<file path="src/rtl/alu_serial_seq.sv">
// alu_serial_seq: bit-serial sequencer for a registered 1-bit ALU slice.
// Feeds one operand bit per clock to the slice, chains the slice carry back
// in, collects the returning result bits and resolves SLT, NOR and flags locally.
//
// state   | meaning
// --------+----------------------------------------------------------
// S_IDLE  | ready; waiting for start, outputs hold the last result
// S_RUN   | driving bit cnt to the slice, capturing bit cnt-1
// S_DRAIN | slice returns the MSB; final result and flags registered
// S_DONE  | done pulse for one cycle
module alu_serial_seq #(
  parameter int WIDTH = 32
) (
  input  logic             clock,
  input  logic             reset,
  input  logic             start,
  input  logic [WIDTH-1:0] inA,
  input  logic [WIDTH-1:0] inB,
  input  logic [3:0]       alu_ctl,
  output logic             ready,
  output logic             done,
  output logic [WIDTH-1:0] result,
  output logic             zero,
  output logic             overflow,
  output logic             carry_out,
  output logic             illegal,
  output logic             slice_a,
  output logic             slice_b,
  output logic             slice_cin,
  output logic             slice_binv,
  output logic             slice_less,
  output logic [1:0]       slice_op,
  input  logic             slice_result,
  input  logic             slice_cout
);

  localparam int CW = $clog2(WIDTH);
  localparam logic [CW-1:0] CNT_LAST = CW'(WIDTH - 1);

  localparam logic [3:0] OP_AND = 4'b0000;
  localparam logic [3:0] OP_OR  = 4'b0001;
  localparam logic [3:0] OP_ADD = 4'b0010;
  localparam logic [3:0] OP_SUB = 4'b0110;
  localparam logic [3:0] OP_SLT = 4'b0111;
  localparam logic [3:0] OP_NOR = 4'b1100;

  typedef enum logic [1:0] {
    S_IDLE  = 2'd0,
    S_RUN   = 2'd1,
    S_DRAIN = 2'd2,
    S_DONE  = 2'd3
  } state_t;

  state_t           state, state_next;
  logic [CW-1:0]    cnt;
  logic [WIDTH-1:0] a_reg, b_reg;
  logic [3:0]       ctl_reg;
  // MSB is never stored: it arrives on the DRAIN cycle and is used directly.
  logic [WIDTH-2:0] res;
  logic             cin_msb;

  logic             is_sub, is_arith, is_logic_or, is_add_sub, is_legal;
  logic [WIDTH-1:0] full_res;
  logic [WIDTH-1:0] final_res;
  logic             ovf;

  // Decode of the latched operation.
  always_comb begin
    is_sub      = (ctl_reg == OP_SUB) || (ctl_reg == OP_SLT);
    is_add_sub  = (ctl_reg == OP_ADD) || (ctl_reg == OP_SUB);
    is_arith    = is_add_sub || (ctl_reg == OP_SLT);
    is_logic_or = (ctl_reg == OP_OR) || (ctl_reg == OP_NOR);
    is_legal    = is_arith || is_logic_or || (ctl_reg == OP_AND);
  end

  // Final result assembly; valid only during DRAIN when the MSB is on slice_result.
  always_comb begin
    full_res  = {slice_result, res};
    ovf       = cin_msb ^ slice_cout;
    final_res = '0;
    case (ctl_reg)
      OP_AND, OP_OR, OP_ADD, OP_SUB: final_res = full_res;
      OP_NOR:                        final_res = ~full_res;
      OP_SLT:                        final_res = {{(WIDTH-1){1'b0}}, full_res[WIDTH-1] ^ ovf};
      default:                       final_res = '0;
    endcase
  end

  // Next-state logic and status outputs.
  always_comb begin
    state_next = state;
    ready      = 1'b0;
    done       = 1'b0;
    case (state)
      S_IDLE: begin
        ready = 1'b1;
        if (start) state_next = S_RUN;
      end
      S_RUN: begin
        if (cnt == CNT_LAST) state_next = S_DRAIN;
      end
      S_DRAIN: state_next = S_DONE;
      S_DONE: begin
        done       = 1'b1;
        state_next = S_IDLE;
      end
      default: state_next = S_IDLE;
    endcase
  end

  // Slice drive: active only in RUN, carry chained from the registered slice cout.
  always_comb begin
    slice_a    = 1'b0;
    slice_b    = 1'b0;
    slice_cin  = 1'b0;
    slice_binv = 1'b0;
    slice_less = 1'b0;
    slice_op   = 2'b00;
    if (state == S_RUN) begin
      slice_a    = a_reg[cnt];
      slice_b    = b_reg[cnt];
      slice_binv = is_sub;
      slice_cin  = (cnt == '0) ? is_sub : slice_cout;
      if (is_arith)         slice_op = 2'b10;
      else if (is_logic_or) slice_op = 2'b01;
      else                  slice_op = 2'b00;
    end
  end

  // State register.
  always_ff @(posedge clock) begin
    if (reset) state <= S_IDLE;
    else       state <= state_next;
  end

  // Operand latch, bit counter, result capture and flag registers.
  always_ff @(posedge clock) begin
    if (reset) begin
      cnt       <= '0;
      a_reg     <= '0;
      b_reg     <= '0;
      ctl_reg   <= '0;
      res       <= '0;
      cin_msb   <= 1'b0;
      result    <= '0;
      zero      <= 1'b0;
      overflow  <= 1'b0;
      carry_out <= 1'b0;
      illegal   <= 1'b0;
    end else begin
      case (state)
        S_IDLE: begin
          if (start) begin
            a_reg   <= inA;
            b_reg   <= inB;
            ctl_reg <= alu_ctl;
            cnt     <= '0;
            illegal <= 1'b0;
          end
        end
        S_RUN: begin
          cnt <= cnt + 1'b1;
          if (cnt != '0) res[cnt - 1'b1] <= slice_result;
          if (cnt == CNT_LAST) cin_msb <= slice_cout;
        end
        S_DRAIN: begin
          result    <= final_res;
          zero      <= (final_res == '0);
          overflow  <= is_arith ? ovf : 1'b0;
          carry_out <= is_add_sub ? slice_cout : 1'b0;
          illegal   <= ~is_legal;
        end
        default: ;
      endcase
    end
  end

endmodule

</file>
<file path="config.mk">
export PLATFORM = sky130hd
export DESIGN_NAME = alu_serial_seq
export DESIGN_NICKNAME = d
export VERILOG_FILES = /design/src/rtl/alu_serial_seq.sv
export SDC_FILE = /design/constraint.sdc
export NUM_CORES = 1
export LEC_CHECK = 0
export ABC_AREA = 1
export BUFFER_PORTS_ARGS = -buffer_cell sky130_fd_sc_hd__clkbuf_2
export CORE_MARGIN = 10
export CORE_UTILIZATION = 48
export CTS_CLUSTER_DIAMETER = 40
export CTS_CLUSTER_SIZE = 28
export DETAILED_ROUTE_END_ITERATION = 6
export GPL_ROUTABILITY_DRIVEN = 0
export MAX_ROUTING_LAYER = met4
export PLACE_DENSITY_LB_ADDON = 0.25
export SLEW_MARGIN = 20
export SYNTH_ARGS = -nofsm -noshare
export SYNTH_HDL_FRONTEND = slang
export SYNTH_SLANG_ARGS = --single-unit
</file>
<file path="constraint.sdc">
create_clock -name clock -period 2.8 [get_ports clock]
set_input_delay 0.28 -clock clock [delete_from_list [all_inputs] [get_ports clock]]
set_output_delay 0.28 -clock clock [all_outputs]
set_load 0.05 [all_outputs]
</file>
* Word level (Yosys, flattened, before mapping)
Index checks and enable logic that the tools add are counted.
** Operators by class
- Add/sub/neg operators :: 2
- Multipliers :: 0
- Div/mod/pow operators :: 0
- $lt $le $gt $ge :: 3
- Equality and inequality tests :: 11
- Shift-type cells :: 0
- Multiplexer cells :: 27
- Bitwise logic cells :: 4
- Reductions and logical operators :: 21
** Operators with widths (count)
- $pmux W32 S3 :: 1
- $logic_not A32 Y1 :: 1
- $not A32 Y32 :: 1
- $bwmux W31 :: 1
- $mux W1 :: 14
- $lt A5 B6 Y1 const B :: 2
- $reduce_and A2 Y1 :: 6
- $bmux W1 S5 :: 2
- $pmux W5 S2 :: 1
- $eq A4 B3 Y1 const B :: 2
- $mux W2 :: 4
- $pmux W2 S4 :: 1
- $logic_or A1 B1 Y1 :: 6
- $add A5 B1 Y5 const B :: 1
- $demux W1 S5 :: 1
- $eq A5 B5 Y1 const B :: 1
- $ge A5 B1 Y1 const B :: 1
- $logic_not A5 Y1 :: 1
- $mux W5 :: 1
- $reduce_bool A5 Y1 :: 1
- $sub A5 B1 Y5 const B :: 1
- $eq A2 B2 Y1 const B :: 2
- $eq A4 B1 Y1 const B :: 1
- $eq A4 B2 Y1 const B :: 1
- 11 further kinds :: 14
** Word-level totals
- Bits in registers :: 143
- Bits in latches :: 0
- Bits in writable memories :: 0
- Memory bits (read-only) :: 0
- Input port bits :: 73
- Word-level logic and storage cells :: 80
- Memories kept :: 0

* Depth between registers and ports, before layout
Gate-level depths: netlist of the first run.
- Word-level depth :: 7
- Depth in mapped cells :: 15

* Least setup slack after synthesis of the first run
Ideal clock, no wire load.
- Kind :: reg-to-output
- Start :: register state[1]
- End :: output slice_cin
- Data arrival time :: 2.918 ns
- Slack :: -0.398 ns
- Cell stages (with the launch flop) :: 8
- Cells stage by stage :: dfxtp_1 inv_1 ha_1 buf_2 inv_1 nor4_1 o22ai_1 inv_1
** Between the ends
- Cells in the longest elaborated chain, start to end :: 2
** Ends and longest elaborated chain
- from (decl) :: line 54 : state_t state, state_next;
- from (signal assigned) :: line 133 : else state <= state_next;
- $eq A2 B1 Y1 :: line 119 : if (state == S_RUN) begin
- $mux W1 :: line 119
- to (decl) :: line 29 : output logic slice_cin,
Every way passes these cells.

* Final worst setup path of the first run
- Start :: register cnt[0]
- End :: output slice_a
** Between the ends
- Cells in the longest elaborated chain, start to end :: 3
** Ends and longest elaborated chain
- from (decl) :: line 55 : logic [CW-1:0] cnt;
- from (signal assigned) :: line 162 : cnt <= cnt + 1'b1;
- $bmux W1 S5 :: line 120 : slice_a = a_reg[cnt];
- $mux W1 (not written as such) :: line 120
- $mux W1 :: line 119
- to (decl) :: line 27 : output logic slice_a,
Every way passes these cells. The select of a mux whose other input is x is not followed.

==> results.toml, run 1 <==
[status]
status = "finished clean"

[placement]
place_area_um2 = 7310
io_buffers = 116
dpl.cell_count = 1187
pre_cts_ws_ns = 0.743
hpwl_um = 12700

[timing]
tns_ns = 0
fmax_mhz = 401
finalMaxSlewViolations = 0
finalHoldViolations = 0
layout_min_cycle_time_ns = 2.50
finalSetupViolCount = 0
layout_setup_ws_ns = 0.304
clock_skew_ns = 0.00716
worst_pin_slew_ns = 0.667
grt_setup_unrepaired = "false"
slew_headroom_pct = 55.1
period_share_pct = 89.1

[yosys]
synth_cell_types = 34
synth_seq_cells = 143
syn_avg_cell_area_um2 = 7.04
syn-instance-count = 940
synth_nets = 1024
netlist_area_um2 = 6620
synth_seq_area_share_pct = 43.2
yosys_warnings = 0

[clocking]
clk_pin_slew_ns = 0.06
clk_latency_ns = 0.42
clockBufferDepth = 2
clock-root-buffer = "clkbuf_16"
htreeDepth = 4
postCtsHoldBufs = 0
cts.repair.resized = 0
cts_buffers = 17
clock_sinks = 143
cts_setup_buffers = 0
cts_tree = "yes"

[routing]
drtIter0Drc = 579
wire_per_inst_um = 14.4
dr.pass1.iters = 5
vias = 6458
routed_wl_um = 17500
drc = 0
routed_via_density = 5.30
antenna_left = 0

[floorplan]
die_w_um = 137
dieArea_um2 = 18900
std_cell_rows = 42
start_util_pct = 49.4
die_h_um = 137
io_pins = 118
core-area_um2 = 13400

[worst_setup_path]
r2r-end = "res[22]"
cp_slowest_stage_delay_ns = 0.32
slowest_stage = "dfxtp_1"
startpoint_type = "flip-flop"
critical_path_class = "flip-flop to output port"
arrival_ns = 2.22
timing.rr.start = "cnt[2]"
crit_chain = "inv_2 -> buf_4 -> o21ai_0 -> o221ai_1 -> nand3_1 -> nand3_1 -> nand2_1 -> nor2_1 -> clkbuf_2"
r2r_setup_slack_ns = 0.73
crit_top_cell = "nand3_1"
r2r_cells = 13
crit_required_ns = 2.52
cp-end-kind = "output port"
cp_max_fo = 24

[finish]
layout_common_cells = "nor2_1 (194), o21ai_0 (166), dfxtp_1 (143)"
fin_area_um2 = 7900
final-instance-count-excl-fill = 1219
areaGrowthSynthToFinish_pct = 19.4
nets = 1114
fill_cells = 1293
layout-drive-gt1-share_pct = 19.6
n_antenna_cell = 0
final_common_cell = "nor2_1"

[power]
p_sw_share_pct = 41.1
combPwrFrac_pct = 36.7
internal_power_mw = 4.69
seqPwrFrac_pct = 34.6
p_switching_mw = 3.27
total_power_mw = 7.96
vdd_drop_max_mv = 0.475
pwr-share-clk_pct = 28.7
powerDensity_nw_per_um2 = 1010
power_leakage_nw = 3.43

[hold_path]
hold_end = "b_reg[5]"
min_path_type = "primary input to flip-flop"
hold_depth = 3
hold_path.startpoint = "inB[5]"

[global_routing]
grt_overflow_total = 0
grt_antenna_before_repair = 0
grt_max_degree = 65
grt_pass1_wl_um = 28900
track_usage_pct = 19.2
grt_pass1_vias = 5756

[job]
maxCapViolCount = 0
-- power groups by stage --
stage	combinational, mW	clock, mW	sequential (mW)
floorplan	1.76	0	3.27
global placement	2.90	0	2.78
detailed placement	2.93	0	2.79
CTS	2.94	2.29	2.75
global route	3.29	2.39	2.80
finish	2.92	2.28	2.75
-- cells in the mapped netlist --
library cell  number  area share (%)
nand3_2            3            0.45
nor4_1             1           0.095
nor2_1           194              11
inv_2             16            0.91
buf_1              3            0.17
dfxtp_1          143              43
o221ai_1          16             2.1
o211a_1            1            0.15
nand2_2            8            0.76
xnor2_2            1            0.25
o21ai_1            8            0.60
xor2_2             1            0.25
nor2_4             2            0.34
ha_1              11             2.1
o21a_1             1            0.11
o211ai_1           2            0.23
conb_1             1           0.057
nand2_1           89             5.0
inv_4              1           0.095
xor2_1             1            0.13
buf_4              7            0.79
a211oi_1           2            0.23
o22ai_1            1           0.095
nor2_2             7            0.66
a21oi_1           76             5.7
clkbuf_1          40             2.3
buf_2              9            0.68
xnor2_1            1            0.13
nor3_1             7            0.53
clkinv_1           2            0.11
nand4_1            2            0.19
o21ai_0          166              13
inv_1             47             2.7
nand3_1           70             5.3
-- kinds of logic (layout without fill, tap and decap cells) --
logic type	after synthesis	count (layout)	share of synthesized area, %
fa+ha+maj	11	11	2.08
compound gates	273	273	21.8
simple gates	383	383	24.4
flops	143	143	43.2
xor+xnor	4	4	0.756
other cells	1	1	0.0566
buf+inv	125	228	7.69
-- stage by stage --
stage,util [%],hold slack [ns]
after floorplan,-,0.421
final,59.0,0.101
after global placement,54.5,0.457
after detailed placement,54.5,0.467
after global routing,59.0,0.108
after CTS,59.0,0.0930
-- area by class of cell --
type                       count  area (um^2)  area share (%)
multi-input combinational    672         3260            41.3
sequential                   143         2860            36.2
timing repair buffer         130          713            9.02
clock buffer                  18          429            5.43
inverter                      66          250            3.17
tap                          176          220            2.79
clock inverter                14          168            2.12
-- per-layer routing --
| layer | up-vias | GRT usage [%] | wire length (um) |
|---|---|---|---|
| met3 | 16 | 4.84 | 1470 |
| met4 | 0 | 4.68 | 157 |
| met5 | - | - | 0 |
| met1 | 2901 | 27.4 | 8510 |
| li1 | 3313 | - | - |
| met2 | 228 | 26.2 | 7410 |
-- critical path, delay by kind of cell (launching register included) --
family          cells  cell delay (ns)
compound gates      2             0.26
flops               1             0.32
buf+inv             3             0.84
simple gates        4             0.35
-- worst max-delay path by stage --
stage | start | end | depth (start not counted)
detailed placement | cnt[0] | res[22] | 13
finish | cnt[0] | slice_a | 9
global route | cnt[0] | slice_b | 9
floorplan | state[1] | slice_cin | 7
global placement | cnt[0] | slice_a | 9
CTS | cnt[0] | slice_a | 9
No activity file was read; power rests on OpenSTA's default activity.
==> run 2: changes to the inputs <==
--- a/config.mk
+++ b/config.mk
@@ -6,9 +6,11 @@
 export NUM_CORES = 1
 export LEC_CHECK = 0
 export ABC_AREA = 1
-export BUFFER_PORTS_ARGS = -buffer_cell sky130_fd_sc_hd__clkbuf_2
+export BUFFER_PORTS_ARGS = -buffer_cell sky130_fd_sc_hd__buf_2
+export CELL_PAD_IN_SITES_DETAIL_PLACEMENT = 1
+export CELL_PAD_IN_SITES_GLOBAL_PLACEMENT = 2
 export CORE_MARGIN = 10
-export CORE_UTILIZATION = 48
+export CORE_UTILIZATION = 31
 export CTS_CLUSTER_DIAMETER = 40
 export CTS_CLUSTER_SIZE = 28
 export DETAILED_ROUTE_END_ITERATION = 6
==> results.toml, run 2 (synthesized netlist as in run 1, its figures left out) <==
[timing]
finalMaxSlewViolations = 0
grt_setup_unrepaired = "false"
worst_pin_slew_ns = 0.593
fmax_mhz = 388
slew_headroom_pct = 60.0
tns_ns = 0
finalHoldViolations = 0
finalSetupViolCount = 0
period_share_pct = 92.1
clock_skew_ns = 0.0101
layout_min_cycle_time_ns = 2.58
layout_setup_ws_ns = 0.220

[floorplan]
die_h_um = 166
start_util_pct = 31.5
io_pins = 118
die_w_um = 166
core-area_um2 = 21000
dieArea_um2 = 27600
std_cell_rows = 53

[finish]
n_antenna_cell = 0
layout_common_cells = "nor2_1 (194), o21ai_0 (166), dfxtp_1 (143)"
areaGrowthSynthToFinish_pct = 21.0
layout-drive-gt1-share_pct = 19.6
final_common_cell = "nor2_1"
nets = 1115

[placement]
io_buffers = 116
hpwl_um = 15400
pre_cts_ws_ns = 0.648

[power]
p_sw_share_pct = 42.6
powerDensity_nw_per_um2 = 994
p_switching_mw = 3.39
combPwrFrac_pct = 37.8
pwr-share-clk_pct = 27.8
internal_power_mw = 4.57
vdd_drop_max_mv = 0.341
seqPwrFrac_pct = 34.4
power_leakage_nw = 3.44

[clocking]
cts_setup_buffers = 0
clk_pin_slew_ns = 0.07
clockBufferDepth = 2
clk_latency_ns = 0.43
postCtsHoldBufs = 0
cts_tree = "yes"
cts_buffers = 17
clock_sinks = 143
clock-root-buffer = "clkbuf_16"
cts.repair.resized = 0
htreeDepth = 4

[global_routing]
grt_overflow_total = 0
grt_max_degree = 65
grt_pass1_wl_um = 34600
track_usage_pct = 15.5
grt_pass1_vias = 6639
grt_antenna_before_repair = 0

[worst_setup_path]
arrival_ns = 2.30
crit_required_ns = 2.52
cp-end-kind = "output port"
r2r_setup_slack_ns = 0.72
critical_path_class = "flip-flop to output port"
startpoint_type = "flip-flop"
cp_max_fo = 20

[routing]
drtIter0Drc = 295
antenna_left = 0
vias = 6399
dr.pass1.iters = 4
drc = 0
wire_per_inst_um = 16.1
routed_wl_um = 21200
routed_via_density = 4.85

[status]
status = "finished clean"

[job]
maxCapViolCount = 0

[hold_path]
min_path_type = "primary input to flip-flop"
-- run 2: cell types whose count changed in the layout (fill, tap and decap cells not counted), sizes merged --
| cell | change |
|---|---|
| buf | +116 |
| bufinv | -2 |
| clkbuf | -114 |
| clkinvlp | -2 |
| inv | +3 |
-- run 2: worst paths after layout --
kind | start | endpoint | depth (start not counted)
worst max register to register | cnt[1] | res[22] | 13
worst max-delay path | cnt[0] | slice_b | 9
worst min-delay path | inA[9] | a_reg[9] | 3
worst min register to register | b_reg[30] | b_reg[30] | 2
-- run 2: routing by layer --
metal | track usage [%] | vias up | routed length (um) | part of all wire [%]
li1 | - | 3313 | - | -
met1 | 17.4 | 2978 | 9560 | 45
met2 | 27.6 | 95 | 10900 | 51
met3 | 2.86 | 13 | 606 | 2.9
met4 | 3.66 | 0 | 170 | 0.80
met5 | - | - | 0 | 0
-- run 2: area by class of cell --
cell class / instances / area, um^2
Fill cell: 2710 / 13000
Multi-Input combinational cell: 672 / 3260
Sequential cell: 143 / 2860
Timing Repair Buffer: 131 / 718
Clock buffer: 19 / 443
Tap cell: 275 / 344
Inverter: 66 / 250
Clock inverter: 13 / 133
-- run 2: per-stage QoR --
stage | utilization, % | area [um^2] | hold WS [ns] | std cells | total power [mW]
floorplan | - | 6630 | 0.421 | 940 | 5.03
global placement | 35.4 | 7440 | 0.459 | 1287 | 5.81
detailed placement | 35.4 | 7440 | 0.469 | 1287 | 5.84
CTS | 38.1 | 8010 | 0.0900 | 1319 | 8.08
global route | 38.1 | 8010 | 0.108 | 1319 | 8.55
finish | 38.1 | 8010 | 0.101 | 1319 | 7.96
-- run 2: critical path, cell delays in order (launching register included) --
cell and delay (ns):
dfxtp_1 0.32, inv_2 0.22, buf_4 0.32, o21ai_0 0.11, o221ai_1 0.24, nand3_1 0.11, nand2_1 0.07, nor2_1 0.04
nor2_1 0.15, buf_2 0.29
-- run 2: power by group through the flow --
stage          Combinational (mW)  Sequential (mW)  Clock, mW
2_1_floorplan                1.76             3.27          0
3_3_place_gp                 3.03             2.78          0
3_5_place_dp                 3.06             2.78          0
4_1_cts                      3.07             2.74       2.27
5_1_grt                      3.40             2.79       2.35
6_report                     3.01             2.74       2.22
